$ cat src/rtl/fft_butterfly_scheduler_pkg.sv
// fft_sched_pkg: shared FSM state type, default sizing and bit-reversal helper for the FFT scheduler
package fft_sched_pkg;
  typedef enum logic [1:0] {LOAD, ISSUE, WAIT, UNLOAD} state_t;
  localparam int N_DEFAULT = 8;
  localparam int LOG2N = $clog2(N_DEFAULT);
  localparam int TW_W = (LOG2N > 1) ? LOG2N - 1 : 1;
  function automatic logic [31:0] bit_reverse(input logic [31:0] value, input int nbits);
    logic [31:0] r;
    r = '0;
    for (int i = 0; i < nbits; i++) r[i] = value[nbits - 1 - i];
    return r;
  endfunction
endpackage

$ cat src/rtl/fft_butterfly_scheduler_addr_gen.sv
// fft_addr_gen: combinational (stage, k) -> (a, b, twiddle index) for radix-2 DIT butterflies
module fft_addr_gen #(
  parameter int LG = 3,
  localparam int SW = (LG > 1) ? $clog2(LG) : 1,
  localparam int KW = (LG > 1) ? LG - 1 : 1
) (
  input  logic [SW-1:0] stage,
  input  logic [KW-1:0] k,
  output logic [LG-1:0] a,
  output logic [LG-1:0] b,
  output logic [KW-1:0] tw_idx
);
  logic [LG-1:0] kk, half, low;
  always_comb begin
    kk = LG'(k);
    half = LG'(1) << stage;
    low = kk & (half - LG'(1));
    a = ((kk >> stage) << (32'(stage) + 32'd1)) | low;
    b = a + half;
    tw_idx = KW'(low << (LG - 1 - int'(stage)));
  end
endmodule

$ cat src/rtl/fft_butterfly_scheduler.sv
// fft_butterfly_scheduler: runs an N-point radix-2 DIT FFT through one shared external butterfly
module fft_butterfly_scheduler
  import fft_sched_pkg::*;
#(
  parameter int BIT_WIDTH = 32,
  parameter int N_SAMPLES = 8,
  localparam int LG = $clog2(N_SAMPLES),
  localparam int TWW = (LG > 1) ? LG - 1 : 1
) (
  input  logic                 clk,
  input  logic                 reset,
  input  logic [BIT_WIDTH-1:0] recv_msg_real,
  input  logic [BIT_WIDTH-1:0] recv_msg_imag,
  input  logic                 recv_val,
  output logic                 recv_rdy,
  output logic [BIT_WIDTH-1:0] bf_ar,
  output logic [BIT_WIDTH-1:0] bf_ac,
  output logic [BIT_WIDTH-1:0] bf_br,
  output logic [BIT_WIDTH-1:0] bf_bc,
  output logic [TWW-1:0]       bf_tw_idx,
  output logic                 bf_req_val,
  input  logic                 bf_req_rdy,
  input  logic [BIT_WIDTH-1:0] bf_cr,
  input  logic [BIT_WIDTH-1:0] bf_cc,
  input  logic [BIT_WIDTH-1:0] bf_dr,
  input  logic [BIT_WIDTH-1:0] bf_dc,
  input  logic                 bf_resp_val,
  output logic                 bf_resp_rdy,
  output logic [BIT_WIDTH-1:0] send_msg_real,
  output logic [BIT_WIDTH-1:0] send_msg_imag,
  output logic                 send_val,
  input  logic                 send_rdy,
  output logic                 busy
);
  localparam int SW = (LG > 1) ? $clog2(LG) : 1;
  state_t state;
  logic [LG-1:0] load_cnt, unload_cnt, load_addr, a, b;
  logic [SW-1:0] stage;
  logic [TWW-1:0] k;
  logic last_k, last_stage;
  logic [BIT_WIDTH-1:0] mem_r [N_SAMPLES];
  logic [BIT_WIDTH-1:0] mem_i [N_SAMPLES];
  fft_addr_gen #(.LG(LG)) u_addr (.stage(stage), .k(k), .a(a), .b(b), .tw_idx(bf_tw_idx));
  assign load_addr = LG'(bit_reverse(32'(load_cnt), LG));
  assign last_k = k == TWW'(N_SAMPLES / 2 - 1);
  assign last_stage = stage == SW'(LG - 1);
  assign recv_rdy = state == LOAD;
  assign bf_req_val = state == ISSUE;
  assign bf_resp_rdy = state == WAIT;
  assign send_val = state == UNLOAD;
  assign busy = state == ISSUE || state == WAIT;
  assign bf_ar = mem_r[a];
  assign bf_ac = mem_i[a];
  assign bf_br = mem_r[b];
  assign bf_bc = mem_i[b];
  assign send_msg_real = mem_r[unload_cnt];
  assign send_msg_imag = mem_i[unload_cnt];
  always_ff @(posedge clk) begin
    if (reset) begin
      state <= LOAD;
      load_cnt <= '0;
      unload_cnt <= '0;
      stage <= '0;
      k <= '0;
    end else begin
      case (state)
        LOAD: if (recv_val) begin
          load_cnt <= load_cnt + 1'b1;
          if (load_cnt == LG'(N_SAMPLES - 1)) state <= ISSUE;
        end
        ISSUE: if (bf_req_rdy) state <= WAIT;
        WAIT: if (bf_resp_val) begin
          k <= last_k ? '0 : k + 1'b1;
          stage <= !last_k ? stage : last_stage ? '0 : stage + 1'b1;
          state <= last_k && last_stage ? UNLOAD : ISSUE;
        end
        UNLOAD: if (send_rdy) begin
          unload_cnt <= unload_cnt + 1'b1;
          if (unload_cnt == LG'(N_SAMPLES - 1)) state <= LOAD;
        end
        default: state <= LOAD;
      endcase
    end
  end
  always_ff @(posedge clk) begin
    if (!reset && state == LOAD && recv_val) begin
      mem_r[load_addr] <= recv_msg_real;
      mem_i[load_addr] <= recv_msg_imag;
    end
    if (!reset && state == WAIT && bf_resp_val) begin
      mem_r[a] <= bf_cr;
      mem_i[a] <= bf_cc;
      mem_r[b] <= bf_dr;
      mem_i[b] <= bf_dc;
    end
  end
endmodule

$ cat config.mk
export PLATFORM = sky130hd
export DESIGN_NAME = fft_butterfly_scheduler
export DESIGN_NICKNAME = d
export VERILOG_FILES = /design/src/rtl/fft_butterfly_scheduler_pkg.sv /design/src/rtl/fft_butterfly_scheduler_addr_gen.sv /design/src/rtl/fft_butterfly_scheduler.sv
export SDC_FILE = /design/constraint.sdc
export NUM_CORES = 2
export LEC_CHECK = 0
export BUFFER_PORTS_ARGS = -buffer_cell sky130_fd_sc_hd__buf_2
export CAP_MARGIN = 20
export CORE_MARGIN = 3
export CORE_UTILIZATION = 56
export CTS_BUF_LIST = sky130_fd_sc_hd__clkbuf_8
export CTS_CLUSTER_SIZE = 20
export DETAILED_ROUTE_END_ITERATION = 10
export GPL_ROUTABILITY_DRIVEN = 0
export PLACE_DENSITY = 0.77
export SKIP_CTS_REPAIR_TIMING = 1
export SYNTH_ARGS = -nofsm -noshare
export SYNTH_HDL_FRONTEND = slang
export SYNTH_SLANG_ARGS = --single-unit
export TNS_END_PERCENT = 1
$ cat constraint.sdc
create_clock -name clk -period 7.1 [get_ports clk]
set_input_delay 0.71 -clock clk [delete_from_list [all_inputs] [get_ports clk]]
set_output_delay 0.71 -clock clk [all_outputs]
set_load 0.005 [all_outputs]
==> impl_metrics.ini <==
[timing]
slew_violations = 0
rsz0062_at_grt = no
tightest_slew_ps = 1196
fin_skew_ps = 47.00
fin_crit_ps = 6665
relSlewSlack = 0.2026
hold_violations = 0
fmax_ghz = 0.1500
setup_violations = 0
setup_tns_ps = 0
finalCritPeriodShare = 0.9387

[cells_and_area]
drive_gt1_frac = 0.5346
fin_nets = 2937
nFillCells = 4491
final_util = 0.6481
final_cell_mix = mux2_2, edfxtp_1, buf_2
final_common_cell = mux2_2
syn_to_final_growth_pct = 13.29

[setup_path]
crit_type = register to output port
worstPathRequired_ps = 6390
cp-start-kind = register
cp_max_fo = 60
end_kind = output port
cp.arrival_ps = 5950

[global_routing]
grt_max_degree = 161
grt_overflow = 0
grt_first_pass_wirelength_mm = 163.0
grt_usage = 0.3313
antenna_found_initial = 16
grt_pass1_vias = 26129

[power_and_ir_drop]
vdd_drop_max_v = 0.0001318
leakage_uw = 0.01361
power.density_nw_per_um2 = 188.7

[clock_tree]
cts_buffers = 91
root_buffer = clkbuf_8
ctsHtreeMaxLevel = 3
cts.clk_slew.worst_paths_ps = 60
clk_latency_ps = 690
cts_tree = done
cts.sink_count = 527
cts_buffer_depth = 3

[floorplanning]
start_util = 0.5721
die_w_um = 255.7
design.portCount = 397
num_rows = 90
core_area_um2 = 61030
die_area_um2 = 65380
fp.dieH_um = 255.7

[synth]
synthArstFlopShare = 0
ys_types = 47
synth.area.top_cells = edfxtp_1, mux2_2, mux4_2
ys.flop_type = edfxtp_1
synth_area_um2 = 34920
synth_top_area_cell = edfxtp_1
avgSynthCellArea_um2 = 14.60
syn_inst = 2392
synth_top_area_share = 0.4403
synth-edff-count = 512
yosys_warnings = 0
seq_area_frac_synth = 0.4489
synth-seq-cells = 527
synth_nets = 2605

[job]
maxCapViolations = 0

[outcome]
status = finished, final reports clean

[routing]
ant_nets = 0
vias_per_cell = 6.881
first_pass_iters = 6
first_iter_violations = 2693
wl_met3_mm = 12.22
wl_met2_mm = 54.78
wl_per_cell_um = 30.49
route.detailed.drc = 0
met1_length_mm = 38.95
vias = 24963
topRoutingLayerUsed = met5
totalWireLength_mm = 110.6

[placed_design]
io_buffer_count = 396
dpl.hpwl_mm = 64.42

[min_path]
hp-class = primary input to register
cell usage after synthesis, drive strengths merged (3+ instances only):
cell type and count:
a211oi 3, a21oi 9, a221oi 65, a32o 64, buf 111, clkbuf 94
dfxtp 15, edfxtp 512, ha 14, inv 9, mux2 640, mux2i 194
mux4 256, nand2 335, nand3 10, nor2 18, nor3 5, nor3b 3
o21ai 6, xnor2 5
worst max-delay path, cell delays in order, from the launching register on:
cell     delay, ps
dfxtp_1        530
inv_1          140
ha_1           310
xnor2_1        190
a32oi_1        580
inv_1          310
fa_4          1540
buf_4          750
mux4_2         430
mux2_2         310
buf_2          140
registers in the layout (all words and copies together), names as in the netlist, named ones only:
name	flops
stage	2
mem_r	256
load_cnt	3
k	2
state	2
mem_i	256
unload_cnt	3
per-stage QoR:
step | std cells | hold WS [ps] | instance area [um^2] | setup slack, ps | power [uW]
floorplan | 2392 | 453.3 | 34920 | 129.6 | 4251
detailed placement | 3459 | 475.4 | 37730 | 1149 | 4670
global placement | 3457 | 458.7 | 37670 | 1351 | 4626
CTS | 3619 | 330.4 | 39530 | 481.9 | 7480
finish | 3628 | 371.1 | 39560 | 435.4 | 7463
global route | 3624 | 350.8 | 39550 | 333.0 | 7705
logic make-up (layout without fill, tap and decap cells):
family,Yosys count,count (layout),share of synthesized area
flops,527,527,0.4489
xor+xnor,6,6,0.001935
simple gates,382,382,0.04340
mux,1090,1090,0.4324
compound gates,158,158,0.03981
buf+inv,214,613,0.02792
other cells,0,9,0
fa+ha+maj,15,15,0.005590
worst paths after layout:
kind	from	end	slack, ps	depth (start not counted)
setup / recovery	stage[0]	bf_bc[11]	440	10
hold / removal	send_rdy	register	370	3
setup reg to reg	stage[0]	mem_i[2][10]	1030	10
hold reg to reg	unload_cnt[2]	register	460	2
metal layers:
layer  track usage  up-vias
li1              -    10370
met1        0.4110    12576
met2        0.5563     1686
met3       0.07559      317
met4        0.1511       14
met5             0        -
where the power goes:
part	internal (uW)	leakage (uW)	switching (uW)
combinational	482	0.00785	513
sequential	3560	0.00475	70.6
clock	1550	0.00100	1290
cell type report:
class	instances	area, um^2	area share
clock buffers	94	1294	0.03271
repair buffers	444	2495	0.06307
diodes	9	22.52	0.0005693
multi-input cells	1651	18470	0.4669
well taps	828	1036	0.02619
flip-flops and latches	527	15690	0.3966
inverters	9	41.29	0.001044
clock inverters	66	513.0	0.01297
Note: power is estimated with default switching activity, not from simulation.
